--- src/rtl/fetch_pkg.sv ---
// Shared types and default sizing for the instruction fetch controller.
package fetch_pkg;

    localparam int FETCH_ADDR_W  = 8;
    localparam int FETCH_DATA_W  = 8;
    localparam int FETCH_TIMEOUT = 15;

    typedef enum logic [2:0] {
        IDLE,
        LOAD_ADDR,
        READ,
        DONE,
        ERR
    } fetch_state_t;

endpackage

--- src/rtl/fetch_timer.sv ---
// Wait counter for the READ state. It saturates at TIMEOUT-1 and flags
// terminal count, so the controller can abort a read that never completes.
module fetch_timer
    import fetch_pkg::*;
#(
    parameter int TIMEOUT = FETCH_TIMEOUT
) (
    input  logic fetch_clk,
    input  logic fetch_rst_n,
    input  logic clear,
    input  logic enable,
    output logic term_cnt
);

    localparam int CNT_W = (TIMEOUT > 1) ? $clog2(TIMEOUT) : 1;

    logic [CNT_W-1:0] count;

    assign term_cnt = (count == CNT_W'(TIMEOUT - 1));

    // Clear wins over enable; holding at terminal count keeps the counter from wrapping.
    always_ff @(posedge fetch_clk or negedge fetch_rst_n) begin
        if (!fetch_rst_n) begin
            count <= '0;
        end else if (clear) begin
            count <= '0;
        end else if (enable && !term_cnt) begin
            count <= count + CNT_W'(1);
        end
    end

endmodule

--- src/rtl/fetch_ctrl.sv ---
// Single-instruction fetch controller: loads the address register, reads
// memory with a bounded wait, and reports either the instruction or a timeout.
module fetch_ctrl
    import fetch_pkg::*;
#(
    parameter int                ADDR_W   = FETCH_ADDR_W,
    parameter int                DATA_W   = FETCH_DATA_W,
    parameter logic [ADDR_W-1:0] RESET_PC = '0,
    parameter int                TIMEOUT  = FETCH_TIMEOUT
) (
    input  logic              fetch_clk,
    input  logic              fetch_rst_n,
    input  logic              fetch_start,
    input  logic              fetch_jump,
    input  logic [ADDR_W-1:0] fetch_jump_addr,
    input  logic [DATA_W-1:0] fetch_mem_data,
    input  logic              fetch_mem_ready,
    output logic [ADDR_W-1:0] fetch_addr_out,
    output logic              fetch_addr_wr_en,
    output logic              fetch_mem_rd,
    output logic [DATA_W-1:0] fetch_instr,
    output logic              fetch_instr_valid,
    output logic              fetch_err,
    output logic              fetch_busy,
    output logic [ADDR_W-1:0] fetch_pc
);

    fetch_state_t      state;
    fetch_state_t      state_next;
    logic [ADDR_W-1:0] pc_q;
    logic [DATA_W-1:0] instr_q;
    logic              timer_clear;
    logic              timer_enable;
    logic              timer_term;

    // Clearing during LOAD_ADDR means the count is zero on the first READ cycle.
    assign timer_clear  = (state == LOAD_ADDR);
    assign timer_enable = (state == READ) && !fetch_mem_ready;

    fetch_timer #(
        .TIMEOUT (TIMEOUT)
    ) u_timer (
        .fetch_clk   (fetch_clk),
        .fetch_rst_n (fetch_rst_n),
        .clear       (timer_clear),
        .enable      (timer_enable),
        .term_cnt    (timer_term)
    );

    always_ff @(posedge fetch_clk or negedge fetch_rst_n) begin
        if (!fetch_rst_n) begin
            state <= IDLE;
        end else begin
            state <= state_next;
        end
    end

    // A jump in IDLE lands before LOAD_ADDR, so a same-cycle start fetches from the target.
    always_ff @(posedge fetch_clk or negedge fetch_rst_n) begin
        if (!fetch_rst_n) begin
            pc_q    <= RESET_PC;
            instr_q <= '0;
        end else if (state == IDLE) begin
            if (fetch_jump) begin
                pc_q <= fetch_jump_addr;
            end
        end else if (state == READ && fetch_mem_ready) begin
            pc_q    <= pc_q + ADDR_W'(1);
            instr_q <= fetch_mem_data;
        end
    end

    always_comb begin
        state_next        = state;
        fetch_addr_wr_en  = 1'b0;
        fetch_mem_rd      = 1'b0;
        fetch_instr_valid = 1'b0;
        fetch_err         = 1'b0;
        fetch_busy        = 1'b1;

        unique case (state)
            IDLE: begin
                fetch_busy = 1'b0;
                if (fetch_start) begin
                    state_next = LOAD_ADDR;
                end
            end
            LOAD_ADDR: begin
                fetch_addr_wr_en = 1'b1;
                state_next       = READ;
            end
            READ: begin
                fetch_mem_rd = 1'b1;
                if (fetch_mem_ready) begin
                    state_next = DONE;
                end else if (timer_term) begin
                    state_next = ERR;
                end
            end
            DONE: begin
                fetch_instr_valid = 1'b1;
                state_next        = IDLE;
            end
            ERR: begin
                fetch_err  = 1'b1;
                state_next = IDLE;
            end
            default: begin
                state_next = IDLE;
            end
        endcase
    end

    assign fetch_addr_out = pc_q;
    assign fetch_pc       = pc_q;
    assign fetch_instr    = instr_q;

endmodule

--- config.mk ---
export PLATFORM = sky130hd
export DESIGN_NAME = fetch_ctrl
export DESIGN_NICKNAME = d
export VERILOG_FILES = /design/src/rtl/fetch_pkg.sv /design/src/rtl/fetch_timer.sv /design/src/rtl/fetch_ctrl.sv
export SDC_FILE = /design/constraint.sdc
export NUM_CORES = 1
export LEC_CHECK = 0
export CAP_MARGIN = 20
export CORE_ASPECT_RATIO = 0.7
export CORE_MARGIN = 8
export CORE_UTILIZATION = 46
export CTS_CLUSTER_DIAMETER = 120
export CTS_CLUSTER_SIZE = 30
export DETAILED_ROUTE_END_ITERATION = 8
export GPL_ROUTABILITY_DRIVEN = 0
export PLACE_DENSITY_LB_ADDON = 0.2
export SYNTH_ARGS = -nofsm -noshare
export SYNTH_HDL_FRONTEND = slang
export SYNTH_HIERARCHICAL = 1
export SYNTH_SLANG_ARGS = --single-unit
--- constraint.sdc ---
create_clock -name fetch_clk -period 4.34 [get_ports fetch_clk]
set_clock_uncertainty 0.05 [all_clocks]
set_input_delay 0.868 -clock fetch_clk [delete_from_list [all_inputs] [get_ports fetch_clk]]
set_output_delay 0.868 -clock fetch_clk [all_outputs]
set_load 0.1 [all_outputs]
==> results.cfg <==
[synthesis]
synth.distinct_cells = 31
ys_warn_count = 6
synthTopCellsByArea = dfrtp_1 (45%), mux2_4 (9.3%), buf_4 (6.4%), a21oi_1 (5.4%), o21ai_0 (3.1%)
ys_ff_latch = 23
yosysTopAreaCell = dfrtp_1
syn_inst = 126
netlist_area_um2 = 1290
synth_top_cell_area_share_pct = 44.7
syn_area_per_cell_um2 = 10.2
synth_nets = 150
synth_sequential_area_ratio_pct = 44.7

[global_routing]
grt_overflow_total = 0
grt_max_degree = 24
grt_pass1_vias = 1095
grt_pass1_wl_um = 5320
grt_use_total_pct = 14.4
antenna_found_initial = 0

[worst_setup_path]
reg2reg_slack_ns = 2.61
end_kind = output port
r2r_start = state[2]
arrival_ns = 2.33
crit_fanout = 15
crit_slowest_cell = clkdlybuf4s50_1
crit_family = buffers and inverters
reg2reg_to = u_timer/count[1]
reg2reg_depth = 6
cp_num_buf_inv = 2
crit_path_cell_trace = nor3_4 -> inv_2 -> clkdlybuf4s50_1
cp_slowest_stage_delay_ns = 1.19
crit_type = register to output port
cp.required_ns = 3.42
critPathLaunchType = register

[die]
die_area_um2 = 4780
io_pins = 50
core.rowCount = 16
start_util_pct = 47.3
fp.dieW_um = 79.3
core_area_um2 = 2720
die_h_um = 60.3

[detailed_routing]
via_per_inst = 5.19
drc_errors = 0
wl_um = 3330
antenna_left = 0
wire_per_inst_um = 16.3
first_iter_violations = 72
vias = 1058
dr.pass1.iters = 4

[timing]
timing.final.max_slew_violations = 0
min_period_over_period_pct = 74.9
max_freq_mhz = 308
tns_ns = 0
layout_min_cycle_time_ns = 3.25
tightest_slew_ns = 0.992
hold_viol_final = 0
setup_viol = 0
rsz0062_at_grt = false
max-slew-margin-rel_pct = 33.6

[clock_tree]
cts_root_buf = clkbuf_8
hold_buffers = 0
cts_tree = done
clkLatencyLatePin_ns = 0.26
cts_max_level = 1
numCtsBuffers = 3
clock_sinks = 23
cts_buffer_depth = 2
cts_resized = 0
clk_pin_slew_worst_paths_ns = 0.08
cts_setup_buffers = 0

[min_path]
worst_hold_path_type = register to register
worst_hold_startpoint = u_timer/count[3]
holdPathEnd = u_timer/count[3]
whs_path_depth = 1

[layout]
layout-drive-gt1-share_pct = 13.1
final_common_cell = clkdlybuf4s50_1
layout_common_cells = clkdlybuf4s50_1 (48), dfrtp_1 (23), a21oi_1 (14)
area_growth_pct = 39.5
layout.nets = 193
diodes = 0

[flow_run]
maxCapViolCount = 0

[placed_design]
io_buffers = 49
hpwl_um = 2610

[outcome]
status = finished, final reports clean
==> metal layers <==
| layer | wire, um | vias up | track usage [%] | part of all wire, % |
|---|---|---|---|---|
| met1 | 1420 | 499 | 16.3 | 42 |
| li1 | - | 517 | - | - |
| met3 | 232 | 2 | 5.26 | 7.0 |
| met2 | 1670 | 40 | 25.2 | 50 |
| met5 | 0 | - | 0 | 0 |
| met4 | 13 | 0 | 3.15 | 0.39 |
==> cell type report <==
| cell class | count | area, um^2 |
|---|---|---|
| Clock buffer | 3 | 41.3 |
| Fill cell | 231 | 925 |
| Clock inverter | 1 | 5.00 |
| Sequential cell | 23 | 576 |
| Multi-Input combinational cell | 84 | 586 |
| Inverter | 6 | 22.5 |
| Timing Repair Buffer | 51 | 523 |
| Tap cell | 36 | 45.0 |
==> metrics by stage <==
stage               worst slack, ns  hold WS [ns]  util, %  std cells  area, um^2
floorplan                     0.454         0.414        -        126        1290
global placement               1.45         0.433     63.3        199        1720
detailed placement             1.39         0.445     63.3        199        1720
CTS                            1.09         0.458     65.0        203        1770
global route                   1.01         0.486     66.0        204        1800
finish                         1.09         0.458     66.0        204        1800
==> logic make-up after synthesis <==
kind of cell / after synthesis / share of synthesized area [%]
AND/OR/NAND/NOR: 40 / 18.0
AO/OA/AOI/OAI: 30 / 12.9
flip-flops: 23 / 44.7
buffers and inverters: 19 / 9.90
multiplexers: 11 / 11.7
adder cells (fa/ha/maj): 3 / 2.91
==> flip-flops by register name, indices dropped and copies added, names as in the netlist <==
name	cells
state	3
u_timer/count	4
fetch_addr_out	8
fetch_instr	8
==> cells in the mapped netlist, drive strengths merged <==
library cell	n
a21oi	14
a2bb2oi	2
nor2	7
mux2	8
and3	1
or3	1
ha	3
o21ai	8
buf	13
dfrtp	23
nand2	8
nand4	1
nand2b	4
o22ai	4
nand3	6
a31oi	1
and3b	1
nand3b	1
nor2b	1
o31ai	1
and4	1
mux2i	3
inv	6
nor3	4
nor3b	3
or2b	1
==> how the worst max path moves through the flow <==
stage	startpoint	endpoint	slack (ns)	cells past startpoint
final	state[1]	fetch_busy	1.09	3
after floorplan	state[2]	fetch_addr_wr_en	0.45	1
after global routing	state[1]	fetch_busy	1.01	3
after detailed placement	state[1]	fetch_busy	1.39	3
after CTS	state[1]	fetch_busy	1.09	3
after global placement	state[1]	fetch_busy	1.45	3
Power is left out: the tool's default activity adds up to more than one toggle a clock period on the data nets, which glitch-free logic cannot reach.
